## config.mk

```make
export PLATFORM = sky130hd
export DESIGN_NAME = fp_add_seq_flat
export DESIGN_NICKNAME = d
export VERILOG_FILES = /design/src/rtl/fp_add_seq_if.sv /design/src/rtl/fp_add_seq.sv /design/src/flat_wrapper.sv
export SDC_FILE = /design/constraint.sdc
export NUM_CORES = 1
export LEC_CHECK = 0
export BUFFER_PORTS_ARGS = -buffer_cell sky130_fd_sc_hd__buf_2
export CORE_MARGIN = 5
export CORE_UTILIZATION = 60
export CTS_CLUSTER_SIZE = 28
export DETAILED_ROUTE_END_ITERATION = 8
export PLACE_DENSITY = 0.84
export RECOVER_POWER = 50
export SLEW_MARGIN = 20
export SYNTH_ARGS = -nofsm -noshare
export SYNTH_HDL_FRONTEND = slang
export SYNTH_SLANG_ARGS = --single-unit
```

## constraint.sdc

```tcl
create_clock -name clk -period 9.01 [get_ports clk]
set_input_delay 0.901 -clock clk [delete_from_list [all_inputs] [get_ports clk]]
set_output_delay 0.901 -clock clk [all_outputs]
set_load 0.05 [all_outputs]
```

## src/rtl/fp_add_seq_if.sv

```systemverilog
// Command/result bundle for fp_add_seq: start with operands and sub in, and busy/done/result/ovf/unf out.
// The master side drives operands and start; the slave side (the sequencer) returns status and result.
interface fp_add_seq_if;
    logic        start;
    logic [31:0] a;
    logic [31:0] b;
    logic        sub;
    logic        busy;
    logic        done;
    logic [31:0] result;
    logic        ovf;
    logic        unf;

    modport master (output start, a, b, sub, input busy, done, result, ovf, unf);
    modport slave  (input start, a, b, sub, output busy, done, result, ovf, unf);
endinterface

```

## src/rtl/fp_add_seq.sv

```systemverilog
// Multi-cycle binary32 add/subtract: truncating alignment, bit-serial normalize, no denormals/NaN; latency d+n+3 cycles.
// No backpressure: one operation in flight, start is ignored unless IDLE; result/ovf/unf hold until the next op finishes.
module fp_add_seq (
    input  logic        clk,
    input  logic        rst_n,
    fp_add_seq_if.slave bus
);
    typedef enum logic [2:0] {IDLE, ALIGN, ADD, NORM, DONE} state_t;

    state_t      state_q, state_d;
    logic [23:0] mant_big_q, mant_big_d;
    logic [23:0] mant_sml_q, mant_sml_d;
    logic        sign_big_q, sign_big_d;
    logic        sign_sml_q, sign_sml_d;
    logic [9:0]  exp_q, exp_d;
    logic [4:0]  shift_q, shift_d;
    logic [24:0] sum_q, sum_d;
    logic        busy_q, busy_d;
    logic        done_q, done_d;
    logic [31:0] result_q, result_d;
    logic        ovf_q, ovf_d;
    logic        unf_q, unf_d;

    logic [7:0]  exp_a, exp_b, exp_diff;
    logic [23:0] mant_a, mant_b;
    logic        sign_b_eff;
    logic        a_big;

    assign exp_a      = bus.a[30:23];
    assign exp_b      = bus.b[30:23];
    assign mant_a     = (exp_a == 8'd0) ? 24'd0 : {1'b1, bus.a[22:0]};
    assign mant_b     = (exp_b == 8'd0) ? 24'd0 : {1'b1, bus.b[22:0]};
    assign sign_b_eff = bus.b[31] ^ bus.sub;
    // Magnitude order on {exp, fraction}; ties keep A as the big operand.
    assign a_big      = bus.a[30:0] >= bus.b[30:0];
    assign exp_diff   = a_big ? (exp_a - exp_b) : (exp_b - exp_a);

    always_comb begin
        state_d    = state_q;
        mant_big_d = mant_big_q;
        mant_sml_d = mant_sml_q;
        sign_big_d = sign_big_q;
        sign_sml_d = sign_sml_q;
        exp_d      = exp_q;
        shift_d    = shift_q;
        sum_d      = sum_q;
        result_d   = result_q;
        ovf_d      = ovf_q;
        unf_d      = unf_q;

        case (state_q)
            IDLE: begin
                if (bus.start) begin
                    mant_big_d = a_big ? mant_a : mant_b;
                    mant_sml_d = a_big ? mant_b : mant_a;
                    sign_big_d = a_big ? bus.a[31] : sign_b_eff;
                    sign_sml_d = a_big ? sign_b_eff : bus.a[31];
                    exp_d      = {2'b00, (a_big ? exp_a : exp_b)};
                    shift_d    = (exp_diff > 8'd25) ? 5'd25 : exp_diff[4:0];
                    state_d    = (exp_diff == 8'd0) ? ADD : ALIGN;
                end
            end
            ALIGN: begin
                mant_sml_d = mant_sml_q >> 1;
                shift_d    = shift_q - 5'd1;
                if (shift_q == 5'd1) state_d = ADD;
            end
            ADD: begin
                // Ordering guarantees big >= small, so the difference never wraps.
                if (sign_big_q != sign_sml_q)
                    sum_d = {1'b0, mant_big_q} - {1'b0, mant_sml_q};
                else
                    sum_d = {1'b0, mant_big_q} + {1'b0, mant_sml_q};
                state_d = NORM;
            end
            NORM: begin
                if (sum_q == 25'd0) begin
                    result_d = 32'h0000_0000;
                    ovf_d    = 1'b0;
                    unf_d    = 1'b0;
                    state_d  = DONE;
                end else if (sum_q[24]) begin
                    sum_d = sum_q >> 1;
                    exp_d = exp_q + 10'd1;
                end else if (!sum_q[23]) begin
                    if (exp_q <= 10'd1) begin
                        result_d = 32'h0000_0000;
                        ovf_d    = 1'b0;
                        unf_d    = 1'b1;
                        state_d  = DONE;
                    end else begin
                        sum_d = sum_q << 1;
                        exp_d = exp_q - 10'd1;
                    end
                end else begin
                    ovf_d    = (exp_q >= 10'd255);
                    unf_d    = 1'b0;
                    result_d = (exp_q >= 10'd255) ? {sign_big_q, 8'hFF, 23'd0}
                                                  : {sign_big_q, exp_q[7:0], sum_q[22:0]};
                    state_d  = DONE;
                end
            end
            DONE:    state_d = IDLE;
            default: state_d = IDLE;
        endcase

        busy_d = (state_d != IDLE);
        done_d = (state_d == DONE);
    end

    always_ff @(posedge clk or negedge rst_n) begin
        if (!rst_n) begin
            state_q    <= IDLE;
            mant_big_q <= '0;
            mant_sml_q <= '0;
            sign_big_q <= 1'b0;
            sign_sml_q <= 1'b0;
            exp_q      <= '0;
            shift_q    <= '0;
            sum_q      <= '0;
            busy_q     <= 1'b0;
            done_q     <= 1'b0;
            result_q   <= '0;
            ovf_q      <= 1'b0;
            unf_q      <= 1'b0;
        end else begin
            state_q    <= state_d;
            mant_big_q <= mant_big_d;
            mant_sml_q <= mant_sml_d;
            sign_big_q <= sign_big_d;
            sign_sml_q <= sign_sml_d;
            exp_q      <= exp_d;
            shift_q    <= shift_d;
            sum_q      <= sum_d;
            busy_q     <= busy_d;
            done_q     <= done_d;
            result_q   <= result_d;
            ovf_q      <= ovf_d;
            unf_q      <= unf_d;
        end
    end

    assign bus.busy   = busy_q;
    assign bus.done   = done_q;
    assign bus.result = result_q;
    assign bus.ovf    = ovf_q;
    assign bus.unf    = unf_q;
endmodule
```

## src/flat_wrapper.sv

```systemverilog
// flat-port wrapper written by rule: the top's interface ports become plain ports
module fp_add_seq_flat 
  (clk, rst_n, bus_start, bus_a, bus_b, bus_sub, bus_busy, bus_done, bus_result, bus_ovf, bus_unf);
  fp_add_seq_if bus_i ();
  input  logic clk;
  input  logic rst_n;
  input wire logic [$bits(bus_i.start)-1:0] bus_start;
  input wire logic [$bits(bus_i.a)-1:0] bus_a;
  input wire logic [$bits(bus_i.b)-1:0] bus_b;
  input wire logic [$bits(bus_i.sub)-1:0] bus_sub;
  output wire logic [$bits(bus_i.busy)-1:0] bus_busy;
  output wire logic [$bits(bus_i.done)-1:0] bus_done;
  output wire logic [$bits(bus_i.result)-1:0] bus_result;
  output wire logic [$bits(bus_i.ovf)-1:0] bus_ovf;
  output wire logic [$bits(bus_i.unf)-1:0] bus_unf;
  assign bus_i.start = bus_start;
  assign bus_i.a = bus_a;
  assign bus_i.b = bus_b;
  assign bus_i.sub = bus_sub;
  assign bus_busy = bus_i.busy;
  assign bus_done = bus_i.done;
  assign bus_result = bus_i.result;
  assign bus_ovf = bus_i.ovf;
  assign bus_unf = bus_i.unf;
  fp_add_seq u_core (.clk(clk), .rst_n(rst_n), .bus(bus_i));
endmodule
```

* After elaboration in Yosys (flattened, before gate mapping)
Cells that the tools add are included.
Word-level totals: logic and storage cells 99, output and inout bits 36, register bits 129, bits of input ports 68
Operators by class: reductions and logical operators 16, add/subtract/negate cells 7, equality and inequality tests 11, bitwise gates (word level) 1, mux-type cells 46, order comparisons 4
Operators with widths (number):
- 24-bit two-way mux | 6
- 32-bit two-way mux | 4
- 25-bit two-way mux | 4
- 10-bit two-way mux | 5
- 25-bit case mux with 2 select lines | 1
- 24-bit case mux with 2 select lines | 1
- 31-bit greater-or-equal comparator | 1
- 31-bit two-way mux | 1
- 24-bit by 24-bit adder with 25-bit output | 1
- 25-bit zero test | 1
- 24-bit by 24-bit subtractor with 25-bit output | 1
- 8-bit zero test | 3
- 10-bit case mux with 2 select lines | 1
- 3-bit two-way mux | 6
- 8-bit two-way mux | 2
- 8-bit subtractor | 2
- 3-bit case mux with 4 select lines | 1
- 10-bit by 1-bit adder with 10-bit output, second input constant | 1
- 10-bit by 8-bit greater-or-equal comparator with 1-bit output, second input constant | 1
- 10-bit by 1-bit <= comparator with 1-bit output, second input constant | 1
- 1-bit two-way mux | 10
- 5-bit two-way mux | 2
- 5-bit case mux with 2 select lines | 1
- 10-bit by 1-bit subtractor with 10-bit output, second input constant | 1
- other kinds (18) | 27

* Longest topological paths before layout
depth after elaboration 7, mapped depth 18, mapped depth without buffers 18

* Worst setup path before layout
OpenSTA, ideal clock, no wires.
path type register -> register, start reg u_core.mant_sml_q[4], end reg u_core.sum_q[24], period minus slack after synthesis 3.695 ns, cell stages (with the launch flop) 19, arrival 3.574 ns, path slack 5.315 ns, data required time 8.889 ns, cell sequence dfrtp_1 -> nor3_1 -> nand2b_1 -> or3_1 -> nor4_2 -> nand3b_1 -> nor4_1 -> a21oi_1 -> xnor2_1 -> ha_1 -> a21o_1 -> a21oi_1 -> nor2_1 -> a221o_1 -> nor2b_1 -> nor2_1 -> a31oi_1 -> xor2_1 -> a22o_1
Between the ends: longest elaborated chain between the ends 3
Ends and longest elaborated chain:
- start, declared | RTL line fp_add_seq.sv:12 | logic [23:0] mant_sml_q, mant_sml_d;
- start signal, assigned | RTL line fp_add_seq.sv:129 | mant_sml_q <= mant_sml_d;
- 24-bit by 24-bit adder with 25-bit output or 24-bit by 24-bit subtractor with 25-bit output (tied branches) | RTL line fp_add_seq.sv:73, fp_add_seq.sv:71
- 25-bit two-way mux (*) | RTL line fp_add_seq.sv:70 | if (sign_big_q != sign_sml_q)
- 25-bit case mux with 2 select lines (*) | RTL line fp_add_seq.sv:51 | case (state_q)
- end signal, assigned | RTL line fp_add_seq.sv:134 | sum_q <= sum_d;
- end, declared | RTL line fp_add_seq.sv:17 | logic [24:0] sum_q, sum_d;
Every way passes the cells marked *; elsewhere a longest branch is shown, timed or not. A chain may end at the register's enable or synchronous reset.

* Worst setup path after layout
start reg u_core.mant_sml_q[3], end reg u_core.sum_q[24]
Same word-level chain as after synthesis.

==> flow_summary.toml <==
[clock_tree]
clock_sinks = 129
cts_hold_buf = 0
cts_made_buffers = 17
htreeDepth = 4
clk_pin_slew_ps = 60
clk_path_buf_depth = 2
root_buffer = "clkbuf_16"
post_cts.repair.setup_buffers = 0
worstSkewPairLatency_ps = 430
cts_resized = 0
cts_tree = "built"

[final_layout]
final_cell_mix = "172 x nand2_1, 143 x o21ai_0, 129 x dfrtp_1, 124 x nor2_1, 85 x a21oi_1"
area_delta_synth_final_pct = 11.4
utilization = 0.679
drive_above_1_share = 0.100
final_common_cell = "nand2_1"
fin_nets = 1425
nFillCells = 1341
antenna_cells = 0

[sta]
drv_slew = 64
timing_hold_violations_final = 0
setup_violations = 0
max_freq_mhz = 221
setup_tns_ps = 0
rsz0062_at_grt = "no"
hold_slack_ps = 474
fin_worst_skew_ps = 13.2
relSlewSlack = -1.15
fin_crit_sh = 0.503
worstMarginPinSlew_ps = 3230
fin_crit_ps = 4530

[synthesis]
synth-compound-area-share = 0.269
synth_seq_area_share = 0.333
async_reset_ff_frac = 1.00
post_synth_and_or_nand_nor_area_fraction = 0.190
synthesis.area_um2 = 9680
syn_inst = 1228
ys_seq_elements = 129
synth_edf_count = 0
postSynthAreaPerCell_um2 = 7.89
synth_fp_nets = 1368
yosysWarnings = 0
synthDistinctLibCells = 77
synth_mux_area_frac = 0.00840
synth_top_family_by_area = "compound AO/OA/AOI/OAI gates"
synth_fa_ha_area_frac = 0.0953
synth_ff_type = "dfrtp_1"
synth_xor_area_frac = 0.0470

[run]
maxCapViolations = 1

[global_routing]
grt.overflow.total = 0
grt_pass1_vias = 8044
grtUsageMet2 = 0.380
met3_usage = 0.0382
gr-usage-met1 = 0.408
track_usage = 0.263
grt_pass1_wl_um = 39800
grt_antenna_before_repair = 0
grt_max_degree = 105
gr-max-usage-layer = "met1"

[route]
avgViaCountPerCell = 6.05
final_antenna_net_count = 0
routed_wl_um = 24400
routedWlPerCell_um = 16.1
vias = 9159
first_iter_violations = 862
detail_route.first_pass.iterations = 6
drc = 0

[worst_setup_path]
critical_path_class = "register to register"
cp-start-kind = "register"
end_kind = "register"
crit_fanout = 5
crit_arrival_ps = 4840
required_ps = 9320

[run_status]
violations = "max-capacitance violations, max-slew violations"
status = "finished with violations"

[floorplan]
start_util = 0.610
core_um2 = 15900
die_area_um2 = 18800
pin_count = 104
fp-row-count = 46
die_y_um = 137
fp.dieW_um = 137

[power_and_ir_drop]
report.power.total_uw = 4670
powerDensity_nw_per_um2 = 432
max-vdd-ir-drop_mv = 0.250
p_leak_uw = 0.00505

[place]
portBuffers = 103
place_congestion = 0.956
hpwlAfterDp_um = 17700

[min_path]
hold_class = "register to register"
==> power breakdown <==
group,switching [uW],internal (uW)
clock,255,453
sequential,306,836
combinational,1690,1120
==> cells in the mapped netlist, types with 7 or more instances <==
library cell / n / area share
ha_1: 69 / 0.089
a21oi_1: 85 / 0.044
o21ai_0: 143 / 0.074
buf_1: 7 / 0.0027
dfrtp_1: 129 / 0.33
a221o_1: 17 / 0.018
a22oi_1: 29 / 0.022
nor2_1: 124 / 0.048
a31oi_1: 59 / 0.038
nor4_1: 13 / 0.0084
xnor2_1: 29 / 0.026
or3_1: 9 / 0.0058
nor3_1: 15 / 0.0078
inv_1: 60 / 0.023
nand3_1: 12 / 0.0062
clkbuf_1: 58 / 0.022
xor2_1: 23 / 0.021
nand2_1: 173 / 0.067
nor2b_1: 12 / 0.0078
a21o_1: 20 / 0.016
mux2i_1: 7 / 0.0072
buf_2: 7 / 0.0036
nand2b_1: 10 / 0.0065
==> per-layer routing <==
| metal | up-vias | wire (um) |
|---|---|---|
| met1 | 4270 | 12000 |
| li1 | 4519 | - |
| met5 | - | 0 |
| met2 | 343 | 10300 |
| met3 | 27 | 1770 |
| met4 | 0 | 319 |
==> final timing paths <==
kind / from / to / slack (ps) / depth (start not counted)
max in group asynchronous: rst_n / u_core.mant_big_q[8] / 5290 / 2
max reg2reg: u_core.mant_sml_q[3] / u_core.sum_q[24] / 4480 / 18
max: u_core.mant_sml_q[3] / u_core.sum_q[24] / 4480 / 18
min reg2reg: u_core.bus.result[1] / u_core.bus.result[1] / 470 / 2
min: u_core.bus.result[1] / u_core.bus.result[1] / 470 / 2
min in group asynchronous: rst_n / u_core.bus.result[29] / 1540 / 1
==> logic make-up (layout without fill, tap and decap cells) <==
logic type               count (synthesis)  in the layout
multiplexers                             8              8
adder cells (fa/ha/maj)                 72             72
AO/OA/AOI/OAI                          420            420
flip-flops                             129            129
XOR/XNOR                                52             52
AND/OR/NAND/NOR                        410            410
buffers and inverters                  137            206
==> worst max-delay path, cell delays in order, from the launching register on <==
cell and delay [ps]:
dfrtp_1 430, nor3_1 260, nand2b_1 130, or3_1 380
nor4_2 330, nand3b_1 140, nor4_1 570, a21oi_1 190
xnor2_1 160, ha_1 350, a21o_1 190, a21oi_1 220
nor2_1 100, a221o_1 300, nor2b_1 120, nor2_1 70
a31oi_1 200, xor2_1 90, a22o_1 180
==> sequential cells by signal, indices dropped and copies added, names as in the netlist, 3 cells and up <==
signal and cells:
u_core.bus.result 32, u_core.exp_q 10, u_core.mant_big_q 24, u_core.mant_sml_q 24, u_core.shift_q 5, u_core.state_q 3, u_core.sum_q 25
==> layout make-up <==
type	count	area (um2)	area share
clock inverters	10	134	0.0124
well taps	216	270	0.0250
clock buffers	21	470	0.0436
repair buffers	113	543	0.0503
inverters	62	234	0.0217
multi-input cells	962	5910	0.548
flip-flops and latches	129	3230	0.299
==> through the flow <==
step                std cells  setup WS, ps  instance area, um2
floorplan                1228          5320                9680
global placement         1482          4690               10200
detailed placement       1482          4640               10200
CTS                      1513          4600               10800
global route             1513          4170               10800
finish                   1513          4480               10800
Note: power is estimated with default switching activity, not from simulation.
